`config.mk`:
```
export PLATFORM = sky130hd
export DESIGN_NAME = cache_axi_bridge
export DESIGN_NICKNAME = d
export VERILOG_FILES = /design/src/rtl/cache_axi_bridge.sv
export SDC_FILE = /design/constraint.sdc
export NUM_CORES = 1
export LEC_CHECK = 0
export BUFFER_PORTS_ARGS = -buffer_cell sky130_fd_sc_hd__buf_2
export CORE_AREA = 2 2 295 297
export CTS_CLUSTER_SIZE = 10
export DETAILED_ROUTE_END_ITERATION = 16
export DIE_AREA = 0 0 297 299
export PLACE_DENSITY = 0.49
export SLEW_MARGIN = 20
export SYNTH_ARGS = -nofsm -noshare
export SYNTH_HDL_FRONTEND = slang
export SYNTH_SLANG_ARGS = --single-unit
```
`constraint.sdc`:
```
create_clock -name clk -period 3.9 [get_ports clk]
set_input_delay 1.17 -clock clk [delete_from_list [all_inputs] [get_ports clk]]
set_output_delay 1.17 -clock clk [all_outputs]
set_load 0.1 [all_outputs]
```
`src/rtl/cache_axi_bridge.sv`:
```
// rtl/cache_axi_bridge.sv - D-cache line refill/writeback to 32-bit INCR burst bridge
module cache_axi_bridge #(
    parameter int LINE_WORDS = 16
) (
    input  logic                      clk,
    input  logic                      resetn,
    input  logic                      rd_req,
    input  logic [31:0]               rd_addr,
    output logic                      rd_rdy,
    output logic                      ret_valid,
    output logic                      ret_last,
    output logic [31:0]               ret_data,
    input  logic                      wr_req,
    input  logic [31:0]               wr_addr,
    input  logic [32*LINE_WORDS-1:0]  wr_data,
    output logic                      wr_rdy,
    output logic [31:0]               araddr,
    output logic                      arvalid,
    input  logic                      arready,
    input  logic [31:0]               rdata,
    input  logic                      rvalid,
    input  logic                      rlast,
    output logic                      rready,
    output logic [31:0]               awaddr,
    output logic                      awvalid,
    input  logic                      awready,
    output logic [31:0]               wdata,
    output logic                      wvalid,
    input  logic                      wready,
    output logic                      wlast,
    input  logic                      bvalid,
    output logic                      bready
);

    localparam int BEAT_W = (LINE_WORDS > 1) ? $clog2(LINE_WORDS) : 1;
    localparam logic [BEAT_W-1:0] LAST_BEAT = BEAT_W'(LINE_WORDS - 1);

    typedef enum logic [1:0] {
        R_IDLE = 2'd0,
        R_AR   = 2'd1,
        R_DATA = 2'd2
    } rd_state_t;

    typedef enum logic [1:0] {
        W_IDLE = 2'd0,
        W_AW   = 2'd1,
        W_DATA = 2'd2,
        W_RESP = 2'd3
    } wr_state_t;

    rd_state_t                r_rd_state;
    wr_state_t                r_wr_state;
    logic [31:0]              r_araddr;
    logic [31:0]              r_awaddr;
    logic [32*LINE_WORDS-1:0] r_line;
    logic [BEAT_W-1:0]        r_beat;
    logic                     r_arvalid;
    logic                     r_rready;
    logic                     r_awvalid;
    logic                     r_wvalid;
    logic                     r_bready;

    logic                     w_wr_rdy;
    logic                     w_wr_accept;
    logic                     w_hazard;
    logic                     w_rd_rdy;
    logic                     w_unused;

    // Offset bits within a line are don't-care on both request ports
    assign w_unused = &{1'b0, rd_addr[5:0], wr_addr[5:0]};

    // A refill must not overtake a writeback of the same line, whether in flight or accepted now
    assign w_wr_rdy    = (r_wr_state == W_IDLE);
    assign w_wr_accept = wr_req && w_wr_rdy;
    assign w_hazard    = ((r_wr_state != W_IDLE) && (rd_addr[31:6] == r_awaddr[31:6])) ||
                         (w_wr_accept && (rd_addr[31:6] == wr_addr[31:6]));
    assign w_rd_rdy    = (r_rd_state == R_IDLE) && !w_hazard;

    assign rd_rdy    = w_rd_rdy;
    assign wr_rdy    = w_wr_rdy;
    assign araddr    = r_araddr;
    assign arvalid   = r_arvalid;
    assign rready    = r_rready;
    assign awaddr    = r_awaddr;
    assign awvalid   = r_awvalid;
    assign wvalid    = r_wvalid;
    assign bready    = r_bready;

    // Refill beats pass straight through to the cache while a read burst is in its data phase
    assign ret_valid = r_rready && rvalid;
    assign ret_last  = r_rready && rlast;
    assign ret_data  = r_rready ? rdata : 32'd0;

    // Write beat is selected from the line buffer by the beat counter
    assign wdata = r_wvalid ? r_line[{r_beat, 5'b0} +: 32] : 32'd0;
    assign wlast = r_wvalid && (r_beat == LAST_BEAT);

    // Read channel FSM: address phase, then data until rlast
    always_ff @(posedge clk or negedge resetn) begin
        if (!resetn) begin
            r_rd_state <= R_IDLE;
            r_araddr   <= 32'd0;
            r_arvalid  <= 1'b0;
            r_rready   <= 1'b0;
        end else begin
            case (r_rd_state)
                R_IDLE: begin
                    if (rd_req && w_rd_rdy) begin
                        r_araddr   <= {rd_addr[31:6], 6'b0};
                        r_arvalid  <= 1'b1;
                        r_rd_state <= R_AR;
                    end
                end
                R_AR: begin
                    if (arready) begin
                        r_arvalid  <= 1'b0;
                        r_rready   <= 1'b1;
                        r_rd_state <= R_DATA;
                    end
                end
                R_DATA: begin
                    if (rvalid && rlast) begin
                        r_rready   <= 1'b0;
                        r_rd_state <= R_IDLE;
                    end
                end
                default: begin
                    r_arvalid  <= 1'b0;
                    r_rready   <= 1'b0;
                    r_rd_state <= R_IDLE;
                end
            endcase
        end
    end

    // Write channel FSM: address, counted data beats, then response
    always_ff @(posedge clk or negedge resetn) begin
        if (!resetn) begin
            r_wr_state <= W_IDLE;
            r_awaddr   <= 32'd0;
            r_line     <= '0;
            r_beat     <= '0;
            r_awvalid  <= 1'b0;
            r_wvalid   <= 1'b0;
            r_bready   <= 1'b0;
        end else begin
            case (r_wr_state)
                W_IDLE: begin
                    if (w_wr_accept) begin
                        r_awaddr   <= {wr_addr[31:6], 6'b0};
                        r_line     <= wr_data;
                        r_beat     <= '0;
                        r_awvalid  <= 1'b1;
                        r_wr_state <= W_AW;
                    end
                end
                W_AW: begin
                    if (awready) begin
                        r_awvalid  <= 1'b0;
                        r_wvalid   <= 1'b1;
                        r_wr_state <= W_DATA;
                    end
                end
                W_DATA: begin
                    if (wready) begin
                        if (r_beat == LAST_BEAT) begin
                            r_wvalid   <= 1'b0;
                            r_bready   <= 1'b1;
                            r_wr_state <= W_RESP;
                        end else begin
                            r_beat <= r_beat + BEAT_W'(1);
                        end
                    end
                end
                W_RESP: begin
                    if (bvalid) begin
                        r_bready   <= 1'b0;
                        r_wr_state <= W_IDLE;
                    end
                end
                default: begin
                    r_awvalid  <= 1'b0;
                    r_wvalid   <= 1'b0;
                    r_bready   <= 1'b0;
                    r_wr_state <= W_IDLE;
                end
            endcase
        end
    end

endmodule
```
==> impl_metrics.yaml <==
yosys:
  syn_inst: 1624
  ys_top_cells_by_count: "dfrtp_1 (577), mux2_2 (531), mux4_2 (160)"
  ys_ff_latch: 577
  syn_area_per_cell_sq_um: 16.3
  ys_seq_area_share_pct: 54.6
  synth_edf_count: 0
  yosys_warnings: 0
  yosys-top-cells-area: "dfrtp_1 (55%), mux2_2 (23%), mux4_2 (14%)"
  ys.flop_type: "dfrtp_1"
  synthDistinctLibCells: 37
  synth.top_cell.area_share_pct: 54.6
  netlist_area_sq_mm: 0.0264
  yosysMostFrequentCell: "dfrtp_1"
  synth_top_area_cell: "dfrtp_1"
  async_flop_share_pct: 100
drt:
  drt_iter0_drc: 698
  drt_drc_violations_left: 0
  wl_um: 85700
  ant_nets: 0
  drtPass1Iterations: 4
  vias: 17300
  avgViaCountPerCell: 4.75
  wl_per_cell_um: 23.6
die:
  dieArea_sq_mm: 0.0888
  ios: 756
  die_w_um: 297
  initial_core_util_pct: 30.8
  die_height_um: 299
  rows: 108
  coreArea_sq_mm: 0.0859
timing:
  post-route-min-period_ns: 4.07
  hold_viol: 0
  min_period_over_period_pct: 104
  worstMarginPinSlew_ns: 1.15
  hold_ws_ns: 0.488
  tns_ns: -3.50
  relSlewSlack_pct: 23.4
  slew_violations: 0
  grt_setup_unrepaired: "yes"
  max_freq_mhz: 246
  final-setup-viol-count: 29
  layout_setup_ws_ns: -0.166
  clock_skew_ns: 0.0306
cells_and_area:
  fillers: 8099
  multi_input_area_sq_mm: 0.0116
  design_area_sq_mm: 0.0352
  fin_nets: 3040
  seq_area_sq_mm: 0.0145
  drive_gt1_share_pct: 68.0
  syn_to_final_growth_pct: 33.1
clock_network:
  clkTransAtPathRegs_ns: 0.06
  numCtsBuffers: 71
  clkSinkCount: 577
  htreeDepth: 3
  cts_root_buffer: "clkbuf_16"
  cts_hold_buf: 0
  insertion_delay_ns: 0.61
  clockBufferDepth: 3
  cts_tree: "built"
critical_path:
  crit_start: "r_beat[0]"
  cp_cell_sequence: "buf_12 -> buf_16 -> buf_16 -> mux4_2 -> mux4_2 -> and2_4 -> buf_12"
  required_ns: 2.73
  crit_slowest_cell: "mux4_2"
  critPathMaxFanout: 8
  r2r_cells: 10
  cp.arrival_ns: 2.90
  r2r_end: "araddr[7]"
  regToRegSetupSlack_ns: 0.93
  path_class: "register to output pin"
  end_kind: "output pin"
  cp-start-kind: "register"
  cp-endpoint: "wdata[8]"
  r2r_start: "r_wr_state[1]"
  critPathMaxStageDelay_ns: 0.56
hold_path:
  min-delay-start: "araddr[6]"
  hold_path.class: "register to register"
global_routing:
  track_usage_pct: 19.0
  grt_pass1_wl_um: 126000
  grt_start_max_net_pins: 175
  antenna_found_initial: 57
  grt_pass1_vias: 19200
  gr-total-overflow: 0
pwr:
  ir_drop_mv: 0.790
  power_density_mw_per_mm2: 963
  leakage_nw: 15.5
placement:
  pre_cts_slack_ns: -0.154
  routabilityCongestion: 0.832
  io_buffers: 731
  hpwl_um: 62300
  placed_area_sq_mm: 0.0319
run_status:
  violations: "negative setup slack"
  status: "complete, but fails checks"
run:
  max_cap_violations: 0
-- critical path: cells and delay by family (launching register included) --
kind / cells / cell delay, ns
buffers and inverters: 4 / 0.62
AND/OR/NAND/NOR: 1 / 0.18
flip-flops: 1 / 0.44
multiplexers: 2 / 1.03
-- metal layers --
| metal | global-route usage [%] | vias to the layer above | wire [um] | part of all wire (%) |
|---|---|---|---|---|
| met2 | 31.7 | 515 | 42500 | 50 |
| met4 | 5.46 | 54 | 1900 | 2.2 |
| met1 | 23.5 | 8929 | 34800 | 41 |
| met3 | 6.50 | 157 | 6120 | 7.1 |
| met5 | 0 | - | 319 | 0.37 |
| li1 | - | 7634 | - | - |
-- report_power, final --
| group | internal, W | switching [W] | leakage, nW |
|---|---|---|---|
| Sequential | 0.00907 | 0.00167 | 6.79 |
| Clock | 0.00361 | 0.00257 | 1.03 |
| Combinational | 0.00772 | 0.00924 | 7.71 |
| Total | 0.0204 | 0.0135 | 15.5 |
-- worst min path at each step --
| stage | end | slack (ns) | depth (start not counted) |
|---|---|---|---|
| final | araddr[6] | 0.49 | 1 |
| after global routing | r_line[437] | 0.50 | 1 |
| after CTS | araddr[6] | 0.49 | 1 |
| after detailed placement | araddr[31] | 0.47 | 1 |
| after global placement | araddr[6] | 0.47 | 1 |
| after floorplan | r_line[511] | 0.46 | 1 |
-- flip-flops by register name (all words and copies together), names as in the netlist --
signal and count:
arvalid 1, awvalid 1, r_rd_state 2, r_line 512, r_wr_state 2, rready 1, bready 1, araddr 26
wvalid 1, awaddr 26, r_beat 4
-- per-stage QoR --
step	std cells	power [W]	util, %
floorplan	1635	0.0226	-
global placement	3469	0.0258	37.1
detailed placement	3469	0.0262	37.1
CTS	3601	0.0340	40.7
global route	3630	0.0356	40.9
finish	3638	0.0339	40.9
-- what timing repair did --
| action | CTS | global route |
|---|---|---|
| gates cloned | 8 | 2 |
| pin swaps | 3 | 6 |
| setup buffers | 15 | 11 |
| setup endpoints to repair | 33 | 33 |
| gates resized for setup | 144 | 55 |
-- kinds of logic (layout without fill, tap and decap cells) --
logic type	Yosys count	count (layout)	synth area share, %
DFF	577	577	54.6
buffers and inverters	123	940	2.03
AOI/OAI and AO/OA	25	25	0.563
adders and majority gates	6	6	0.284
muxes	726	726	38.0
and+or+nand+nor	114	114	2.72
other	1	43	0.0142
xor gates and xnor gates	52	52	1.72
-- layout by cell type (no fill, tap or decap), drive strengths merged, types with 2 or more instances in the layout --
cell and n:
mux2 565, clkbuf 105, mux4 160, buf 823
a21oi 6, diode 31, nor2b 3, conb 12
nor4 12, nor2 5, clkinv 3, a22o 3
nand3 3, inv 7, nand2b 2, ha 6
dfrtp 577, nand4 6, and2 67, o21ai 12
nand2 11, xor2 30, xnor2 22, nand3b 2
-- area by class of cell --
class / instances / share of cell area [%]
Timing Repair Buffer: 826 / 15.5
Sequential cell: 577 / 41.1
Tap cell: 1155 / 4.11
Inverter: 5 / 0.0533
Antenna cell: 31 / 0.220
Multi-Input combinational cell: 935 / 33.0
Clock buffer: 103 / 5.68
Clock inverter: 6 / 0.338
No activity file was read; power rests on OpenSTA's default activity.
